===== src/rtl/morse_keyer_if.sv =====
// Character handshake between the mode/controller side and the Morse keyer.
// The master offers codes; the slave accepts them when it is idle.
interface morse_keyer_if;
  logic       char_valid;
  logic [5:0] char_code;
  logic       char_ready;

  modport master (
    output char_valid,
    output char_code,
    input  char_ready
  );

  modport slave (
    input  char_valid,
    input  char_code,
    output char_ready
  );
endinterface


===== src/rtl/morse_keyer.sv =====
// Morse keyer: plays one character code as timed on/off keying on key_out.
// Marks, gaps and spaces are counted in units of UNIT_CYCLES clock cycles.
module morse_keyer #(
  parameter int UNIT_CYCLES = 10_000_000,
  parameter int CW          = $clog2(UNIT_CYCLES)
) (
  input  logic         clk,
  input  logic         rst_n,
  morse_keyer_if.slave cif,
  output logic         key_out,
  output logic         busy,
  output logic         done,
  output logic         err
);

  typedef enum logic [2:0] {
    IDLE,
    MARK,
    GAP,
    LGAP,
    SPACE
  } state_t;

  typedef struct packed {
    logic [2:0] len;
    logic [4:0] pat;
  } glyph_t;

  localparam logic [CW-1:0] LAST = CW'(UNIT_CYCLES - 1);

  // Symbols are left-aligned: the first symbol sits in pat[4], 1 = dash.
  function automatic glyph_t rom(input logic [5:0] c);
    glyph_t g;
    g = '0;
    case (c)
      6'd0:  g = {3'd2, 5'b01000};
      6'd1:  g = {3'd4, 5'b10000};
      6'd2:  g = {3'd4, 5'b10100};
      6'd3:  g = {3'd3, 5'b10000};
      6'd4:  g = {3'd1, 5'b00000};
      6'd5:  g = {3'd4, 5'b00100};
      6'd6:  g = {3'd3, 5'b11000};
      6'd7:  g = {3'd4, 5'b00000};
      6'd8:  g = {3'd2, 5'b00000};
      6'd9:  g = {3'd4, 5'b01110};
      6'd10: g = {3'd3, 5'b10100};
      6'd11: g = {3'd4, 5'b01000};
      6'd12: g = {3'd2, 5'b11000};
      6'd13: g = {3'd2, 5'b10000};
      6'd14: g = {3'd3, 5'b11100};
      6'd15: g = {3'd4, 5'b01100};
      6'd16: g = {3'd4, 5'b11010};
      6'd17: g = {3'd3, 5'b01000};
      6'd18: g = {3'd3, 5'b00000};
      6'd19: g = {3'd1, 5'b10000};
      6'd20: g = {3'd3, 5'b00100};
      6'd21: g = {3'd4, 5'b00010};
      6'd22: g = {3'd3, 5'b01100};
      6'd23: g = {3'd4, 5'b10010};
      6'd24: g = {3'd4, 5'b10110};
      6'd25: g = {3'd4, 5'b11000};
      6'd26: g = {3'd5, 5'b11111};
      6'd27: g = {3'd5, 5'b01111};
      6'd28: g = {3'd5, 5'b00111};
      6'd29: g = {3'd5, 5'b00011};
      6'd30: g = {3'd5, 5'b00001};
      6'd31: g = {3'd5, 5'b00000};
      6'd32: g = {3'd5, 5'b10000};
      6'd33: g = {3'd5, 5'b11000};
      6'd34: g = {3'd5, 5'b11100};
      6'd35: g = {3'd5, 5'b11110};
      default: g = '0;
    endcase
    return g;
  endfunction

  state_t        state, state_n;
  logic [CW-1:0] cyc, cyc_n;
  logic [1:0]    units, units_n;
  logic [2:0]    idx, idx_n;
  logic [5:0]    code_q, code_n;
  logic          ready;
  logic          done_n, err_n;
  logic          accept, tick, dash;
  logic [1:0]    need;
  glyph_t        g;

  assign cif.char_ready = ready;
  assign accept = cif.char_valid && ready;
  assign tick   = (cyc == LAST);
  assign g      = rom(code_q);
  assign dash   = g.pat[3'd4 - idx];

  always_ff @(posedge clk or negedge rst_n) begin
    if (!rst_n) begin
      state  <= IDLE;
      cyc    <= '0;
      units  <= '0;
      idx    <= '0;
      code_q <= '0;
    end else begin
      state  <= state_n;
      cyc    <= cyc_n;
      units  <= units_n;
      idx    <= idx_n;
      code_q <= code_n;
    end
  end

  always_comb begin
    state_n = state;
    cyc_n   = cyc;
    units_n = units;
    idx_n   = idx;
    code_n  = code_q;
    done_n  = 1'b0;
    err_n   = 1'b0;
    // Last unit index (0-based) each timed state waits for.
    unique case (state)
      MARK:    need = dash ? 2'd2 : 2'd0;
      LGAP:    need = 2'd2;
      SPACE:   need = 2'd3;
      default: need = 2'd0;
    endcase
    if (state == IDLE) begin
      if (accept) begin
        code_n  = cif.char_code;
        cyc_n   = '0;
        units_n = '0;
        idx_n   = '0;
        unique case (1'b1)
          (cif.char_code < 6'd36):  state_n = MARK;
          (cif.char_code == 6'd36): state_n = SPACE;
          default:                  err_n   = 1'b1;
        endcase
      end
    end else if (tick && units == need) begin
      cyc_n   = '0;
      units_n = '0;
      unique case (state)
        MARK: state_n = (idx + 3'd1 < g.len) ? GAP : LGAP;
        GAP: begin
          idx_n   = idx + 3'd1;
          state_n = MARK;
        end
        default: begin
          state_n = IDLE;
          done_n  = 1'b1;
        end
      endcase
    end else if (tick) begin
      cyc_n   = '0;
      units_n = units + 2'd1;
    end else begin
      cyc_n = cyc + 1'b1;
    end
  end

  always_ff @(posedge clk or negedge rst_n) begin
    if (!rst_n) begin
      key_out <= 1'b0;
      ready   <= 1'b1;
      busy    <= 1'b0;
      done    <= 1'b0;
      err     <= 1'b0;
    end else begin
      key_out <= (state_n == MARK);
      ready   <= (state_n == IDLE);
      busy    <= (state_n != IDLE);
      done    <= done_n;
      err     <= err_n;
    end
  end

endmodule


===== src/flat_wrapper.sv =====
// flat-port wrapper written by rule: the top's interface ports become plain ports
module morse_keyer_flat 
#(
  parameter int UNIT_CYCLES = 10_000_000,
  parameter int CW          = $clog2(UNIT_CYCLES)
)
  (clk, rst_n, key_out, busy, done, err, cif_char_valid, cif_char_code, cif_char_ready);
  morse_keyer_if cif_i ();
  input  logic clk;
  input  logic rst_n;
  output logic key_out;
  output logic busy;
  output logic done;
  output logic err;
  input wire logic [$bits(cif_i.char_valid)-1:0] cif_char_valid;
  input wire logic [$bits(cif_i.char_code)-1:0] cif_char_code;
  output wire logic [$bits(cif_i.char_ready)-1:0] cif_char_ready;
  assign cif_i.char_valid = cif_char_valid;
  assign cif_i.char_code = cif_char_code;
  assign cif_char_ready = cif_i.char_ready;
  morse_keyer #(.UNIT_CYCLES(UNIT_CYCLES), .CW(CW)) u_core (.clk(clk), .rst_n(rst_n), .cif(cif_i), .key_out(key_out), .busy(busy), .done(done), .err(err));
endmodule

===== config.mk =====
export PLATFORM = sky130hd
export DESIGN_NAME = morse_keyer_flat
export DESIGN_NICKNAME = d
export VERILOG_FILES = /design/src/rtl/morse_keyer_if.sv /design/src/rtl/morse_keyer.sv /design/src/flat_wrapper.sv
export SDC_FILE = /design/constraint.sdc
export NUM_CORES = 1
export LEC_CHECK = 0
export ABC_AREA = 1
export BUFFER_PORTS_ARGS = -buffer_cell sky130_fd_sc_hd__clkbuf_2
export CORE_MARGIN = 10
export CORE_UTILIZATION = 35
export CTS_BUF_LIST = sky130_fd_sc_hd__clkbuf_8 sky130_fd_sc_hd__clkbuf_16
export CTS_CLUSTER_SIZE = 14
export DETAILED_ROUTE_END_ITERATION = 6
export PLACE_DENSITY = 0.53
export SLEW_MARGIN = 10
export SYNTH_ARGS = -nofsm -noshare
export SYNTH_HDL_FRONTEND = slang
export SYNTH_SLANG_ARGS = --single-unit

===== constraint.sdc =====
create_clock -name clk -period 6.99 [get_ports clk]
set_clock_uncertainty 0.2 [all_clocks]
set_input_delay 0.3495 -clock clk [delete_from_list [all_inputs] [get_ports clk]]
set_output_delay 0.3495 -clock clk [all_outputs]
set_load 0.02 [all_outputs]

# ---- Word-level counts from Yosys, hierarchy flattened
# Memories as Yosys holds them, arrays and structs flattened.
# Cells that the tools add are included.
dict set report classes {
  n_addsub 4
  mul 0
  div 0
  magnitude_cmp 3
  n_eq_ne 9
  n_shift 0
  muxes 28
  bitwise 0
  n_reduce_logical 13
}
# operator n
set op_table {}
lappend op_table {{two-way mux 24 bit} 4}
lappend op_table {{adder 24 x 1 -> 24 bit (second input constant)} 1}
lappend op_table {{equality test 24 bit (second input constant)} 1}
lappend op_table {{two-way mux 3 bit} 7}
lappend op_table {{case mux 3 bit (2 select lines)} 2}
lappend op_table {{two-way mux 2 bit} 5}
lappend op_table {{two-way mux 1 bit} 8}
lappend op_table {{equality test 3 x 1 -> 1 bit (second input constant)} 2}
lappend op_table {{equality test 3 x 2 -> 1 bit (second input constant)} 2}
lappend op_table {{equality test 6 bit (second input constant)} 1}
lappend op_table {{zero test 3 bit} 2}
lappend op_table {{< comparator 6 bit (second input constant)} 1}
lappend op_table {{case mux 2 bit (3 select lines)} 1}
lappend op_table {{nonzero test 3 bit} 2}
lappend op_table {{< comparator 3 x 4 -> 1 bit (second input constant)} 1}
lappend op_table {{AND reduction 2 bit} 2}
lappend op_table {{nonzero test 2 bit} 2}
lappend op_table {{OR reduction 2 bit} 2}
lappend op_table {{adder 3 x 1 -> 3 bit (second input constant)} 1}
lappend op_table {{binary-select mux 1 bit (select 3 bit)} 1}
lappend op_table {{equality test 3 bit (second input constant)} 1}
lappend op_table {{< comparator 3 bit} 1}
lappend op_table {{AND reduction 3 bit} 1}
lappend op_table {{subtractor 3 bit (first input constant)} 1}
lappend op_table {{4 further kinds} 5}
dict set report totals {
  ff_bits 43
  latch_bits 0
  mem_bits_rw 0
  romBits 512
  inputBits 9
  output_inout_bits 5
  wordCells 68
  mem_count 1
}
# name depth word_bits read_ports rd_clocked_by_memory_dff write_ports line
set mem_list {}
lappend mem_list {{(name not given)} 64 8 1 0 0 morse_keyer.sv:35} ;# case (c)

# ---- Logic depth before layout (Yosys ltp)
dict set report logic_depth {
  depth_word 10
  ltp_mapped 23
  mapped_depth_nobuf 23
}

# ---- Worst setup path after synthesis
# OpenSTA, ideal clock, no wires.
dict set report synth_path {
  path_kind {register to register}
  startpoint {reg u_core.code_q[0]}
  endpoint {reg u_core.busy}
  setup_time_ns 0.120
  t_arrival_ns 2.313
  required_time_ns 6.670
  path_slack_ns 4.357
  path_stages_with_launch 18
  n_path_buf 0
  period_less_slack_ns 2.633
  path_cell_list {dfrtp_1 -> inv_2 -> ha_1 -> inv_1 -> nand2_1 -> nand2_1 -> inv_1 -> a221o_1 -> a22oi_1 -> ha_1 -> a21oi_1 -> nand2_1 -> nand2_1 -> nand2_1 -> nand4_1 -> nand2_1 -> nor2_1 -> nand2_1}
}
dict set report synth_between {
  elab_chain_cells 10
  word_cells_on_any_way 13
  cone_classes {1 x order compare; 1 x eq/ne; 8 x mux; 2 x reduce/logical; 1 x memory}
}
# item line
set synth_lines {}
lappend synth_lines {{start: declaration} morse_keyer.sv:81} ;# logic [5:0] code_q, code_n;
lappend synth_lines {{start signal: assignment} morse_keyer.sv:106} ;# code_q <= code_n;
lappend synth_lines {{memory (64 x 8 bit) *} --}
lappend synth_lines {{binary-select mux 1 bit (select 3 bit)} morse_keyer.sv:92} ;# assign dash = g.pat[3'd4 - idx];
lappend synth_lines {{two-way mux 1 bit (implied by the code)} morse_keyer.sv:92}
lappend synth_lines {{two-way mux 2 bit} morse_keyer.sv:120} ;# MARK: need = dash ? 2'd2 : 2'd0;
lappend synth_lines {{case mux 2 bit (3 select lines)} morse_keyer.sv:119} ;# unique case (state)
lappend synth_lines {{equality test 2 bit} morse_keyer.sv:137} ;# end else if (tick && units == need) begin
lappend synth_lines {{logical AND 1 bit} morse_keyer.sv:137}
lappend synth_lines {{two-way mux 3 bit *} morse_keyer.sv:137}
lappend synth_lines {{two-way mux 3 bit *} morse_keyer.sv:125} ;# if (state == IDLE) begin
lappend synth_lines {{nonzero test 3 bit *} morse_keyer.sv:169} ;# busy <= (state_n != IDLE);
lappend synth_lines {{end signal: assignment} morse_keyer.sv:169}
lappend synth_lines {{end: declaration} morse_keyer.sv:11} ;# output logic busy,
# Mark *: on every way between the ends. The rest lies on a longest branch, timed or not. The select of a mux whose other input is x is not followed.
# A chain may end at the register's enable or synchronous reset.

# ---- Worst setup path in the final report
dict set report layout_path {
  startpoint {reg u_core.code_q[1]}
  endpoint {reg u_core.busy}
}
# Same word-level chain as after synthesis.

==> out/qor.txt <==
Largest delay contributor family on the critical path: simple AND/OR/NAND/NOR gates
Worst Setup SP: u_core.code_q[1]
Post CTS Setup Buffer Count: 0
Syn avg cell area: 7.373 sq um
Critical Path Max Stage Delay: 490 ps
H-tree levels: 2
Crit path launch type: flop
Skew-Pair Late Insertion Delay: 300 ps
Worst r2r src: u_core.code_q[1]
Cell Area, Placed: 3176 sq um
Synth async-reset ratio: 1.000
PostCTS Resize Cnt: 0
Final min period: 2950 ps
Most common cell after layout, fill and taps aside: nand2_1
Congestion Overflow GR: 0
Filler cells: 833
DP HPWL: 5367 microns
Final nets: 444
Pin count of the biggest net entering global routing: 44
Worst Path Arrival: 2950 ps
All-Layer GR Usage: 0.1130
Die area: 12730 sq um
Min-Delay Path Class: in -> reg
Total negative setup slack: 0 ps
Root buffer cell: clkbuf_8
Clk buf depth: 2
Via density: 5.136
Worst path most repeated cell: nand2_1
Cells after Synth: 409
ANT cells: 0
Via Count: 2717
CP Depth: 17
GPL Wtd Cong: 0.8481
FF+latch area: 1077 sq um
Seq/Total Area, Yosys: 0.3573
Worst Setup EP: u_core.busy
Routed length per instance: 13.46 microns
Fin crit share: 0.4221
Worst VDD drop: 0.00006352 V
Setup crit end kind: flop
Multi-input gate area: 1673 sq um
Layout cell share with drive strength beyond 1: 0.1392
Clk sink count: 43
Area growth from synthesis to layout: 9.377%
First-pass GRT wire length: 12400 microns
CP Max Fanout: 7
Synth Register Bits: 43
Crit Path Category: reg -> reg
CP required: 6990 ps
Top_reg_cell synth: dfrtp_1
Reg2Reg Depth: 17
RSZ-0062 raised after global routing: false
Chip height: 112.8 microns
Reg-to-reg endpoint: u_core.busy
Clock slew at reported path FFs: 90 ps
Tightest Pin Transition: 926.3 ps
EDFF count, synth: 0
Initial Util: 0.3633
Post-route DRC: 0
R2R setup slack: 4040 ps
# hold bufs at CTS: 1
WL final: 7121 microns
Crit path buffers/inverters: 3
Number of synthesis warnings: 0
Top cell type's share of synthesized area: 0.3485
Initial antenna violation count: 0
Synthesized net count: 430
CP Cell Sequence: inv_1, ha_1, inv_1, nand2_1, nand2_1, inv_1, a221o_1, a22oi_1, ha_1, a21oi_1, nand2_1, nand2_1, nand2_1, nand4_1, nand2_1, nor2_1, nand2_1
Slew margin rel.: 0.3802
Num CTS Buffers: 5
CP max-delay cell: dfrtp_1
TritonCTS clock tree: built
Final Max Slew Viols: 0
Max Cap Violations: 0
Cell variety after synth: 40
Die Width: 112.8 microns
Status: finished clean
Synth area leaders: dfrtp_1 35%, nand2_1 11%, inv_1 6.8%, ha_1 5.0%, o21ai_0 5.0%
# port buffers: 13
Vias in the first global route: 2650
Leak: 1.520 nW
Mapped Area: 3015 sq um
Post-synth top area cell: dfrtp_1
Final setup fails: 0
Drt first pass iters: 4
Rows: 33
PwrDens: 138.1 nW/um^2
DRT iter0 DRCs: 140
Endpoints failing hold: 0
Top Ports: 14
Fmax: 339.0 MHz
Core ar.: 8299 sq um
Most frequent cells in the layout: 87 x nand2_1, 55 x inv_1, 42 x dfrtp_1
Antenna-violating nets left: 0
Post-route cell area: 3298 sq um
how the worst min path moves through the flow:
stage / from / end / slack [ps] / depth (start not counted)
5_1_grt: cif_char_code[0] / u_core.code_q[0] / 90 / 3
6_report: cif_char_code[0] / u_core.code_q[0] / 80 / 3
4_1_cts: cif_char_code[0] / u_core.code_q[0] / 70 / 3
3_3_place_gp: rst_n / u_core.cyc[8] / 260 / 2
3_5_place_dp: rst_n / u_core.cyc[8] / 260 / 2
2_1_floorplan: rst_n / u_core.busy / -150 / 0
synthesized netlist by cell type (all sizes together) (3+ instances only):
cell type,instances
nor3,7
nand4,18
nor2,36
ha,12
dfrtp,42
inv,59
o21ai,42
o211ai,4
a21oi,15
nand3b,3
o22ai,8
nand3,31
xor2,8
or2,3
clkbuf,3
nor4,5
buf,5
nand2,97
sequential cells by signal, indices dropped and copies added, names as in the netlist:
register and flops:
u_core.code_q 6, u_core.done 1, u_core.err 1, u_core.cyc 24, u_core.key_out 1, u_core.units 2
u_core.idx 3, u_core.busy 1, u_core.state 3, u_core.cif.char_ready 1
worst min-delay path, stage by stage:
cell and delay [ps]:
clkbuf_2 90, nand2_1 50, o21ai_0 60
routing by layer:
| metal | wire length (microns) | vias to the layer above | global-route usage |
|---|---|---|---|
| met1 | 3405 | 1279 | 0.1437 |
| met4 | 68 | 0 | 0.03046 |
| met5 | 0 | - | 0 |
| met2 | 3447 | 43 | 0.1901 |
| met3 | 200 | 6 | 0.02166 |
| li1 | - | 1389 | - |
report_power, final:
| group | switching [mW] | total, mW | internal, mW |
|---|---|---|---|
| Combinational | 0.00703 | 0.00980 | 0.00276 |
| Clock | 0.0907 | 0.197 | 0.106 |
| Sequential | 0 | 0.249 | 0.249 |
area by class of cell:
cell class	instances	share of cell area
inverter	59	0.06715
tap	105	0.03983
sequential	43	0.3266
timing repair buffer	15	0.02504
clock buffer	5	0.02086
clock inverter	3	0.01328
multi-input combinational	299	0.5072
per-stage QoR:
step	cells	power, mW	hold WS [ps]	setup slack [ps]	utilization
6_report	529	0.4555	81.53	4040	0.3974
4_1_cts	529	0.4636	67.99	4032	0.3974
5_1_grt	529	0.4755	89.47	3768	0.3974
3_3_place_gp	520	0.2634	263.3	4182	0.3826
3_5_place_dp	520	0.2635	264.6	4042	0.3826
2_1_floorplan	409	0.2544	-146.1	4357	-
kinds of logic (layout without fill, tap and decap cells):
| kind of cell | after synthesis | count (layout) | synth area share |
|---|---|---|---|
| xor+xnor | 9 | 9 | 0.02614 |
| compound gates | 77 | 77 | 0.1432 |
| buf+inv | 67 | 82 | 0.08797 |
| simple gates | 201 | 201 | 0.3357 |
| flops | 43 | 43 | 0.3573 |
| fa+ha+maj | 12 | 12 | 0.04979 |
No activity file was read; power rests on OpenSTA's default activity.
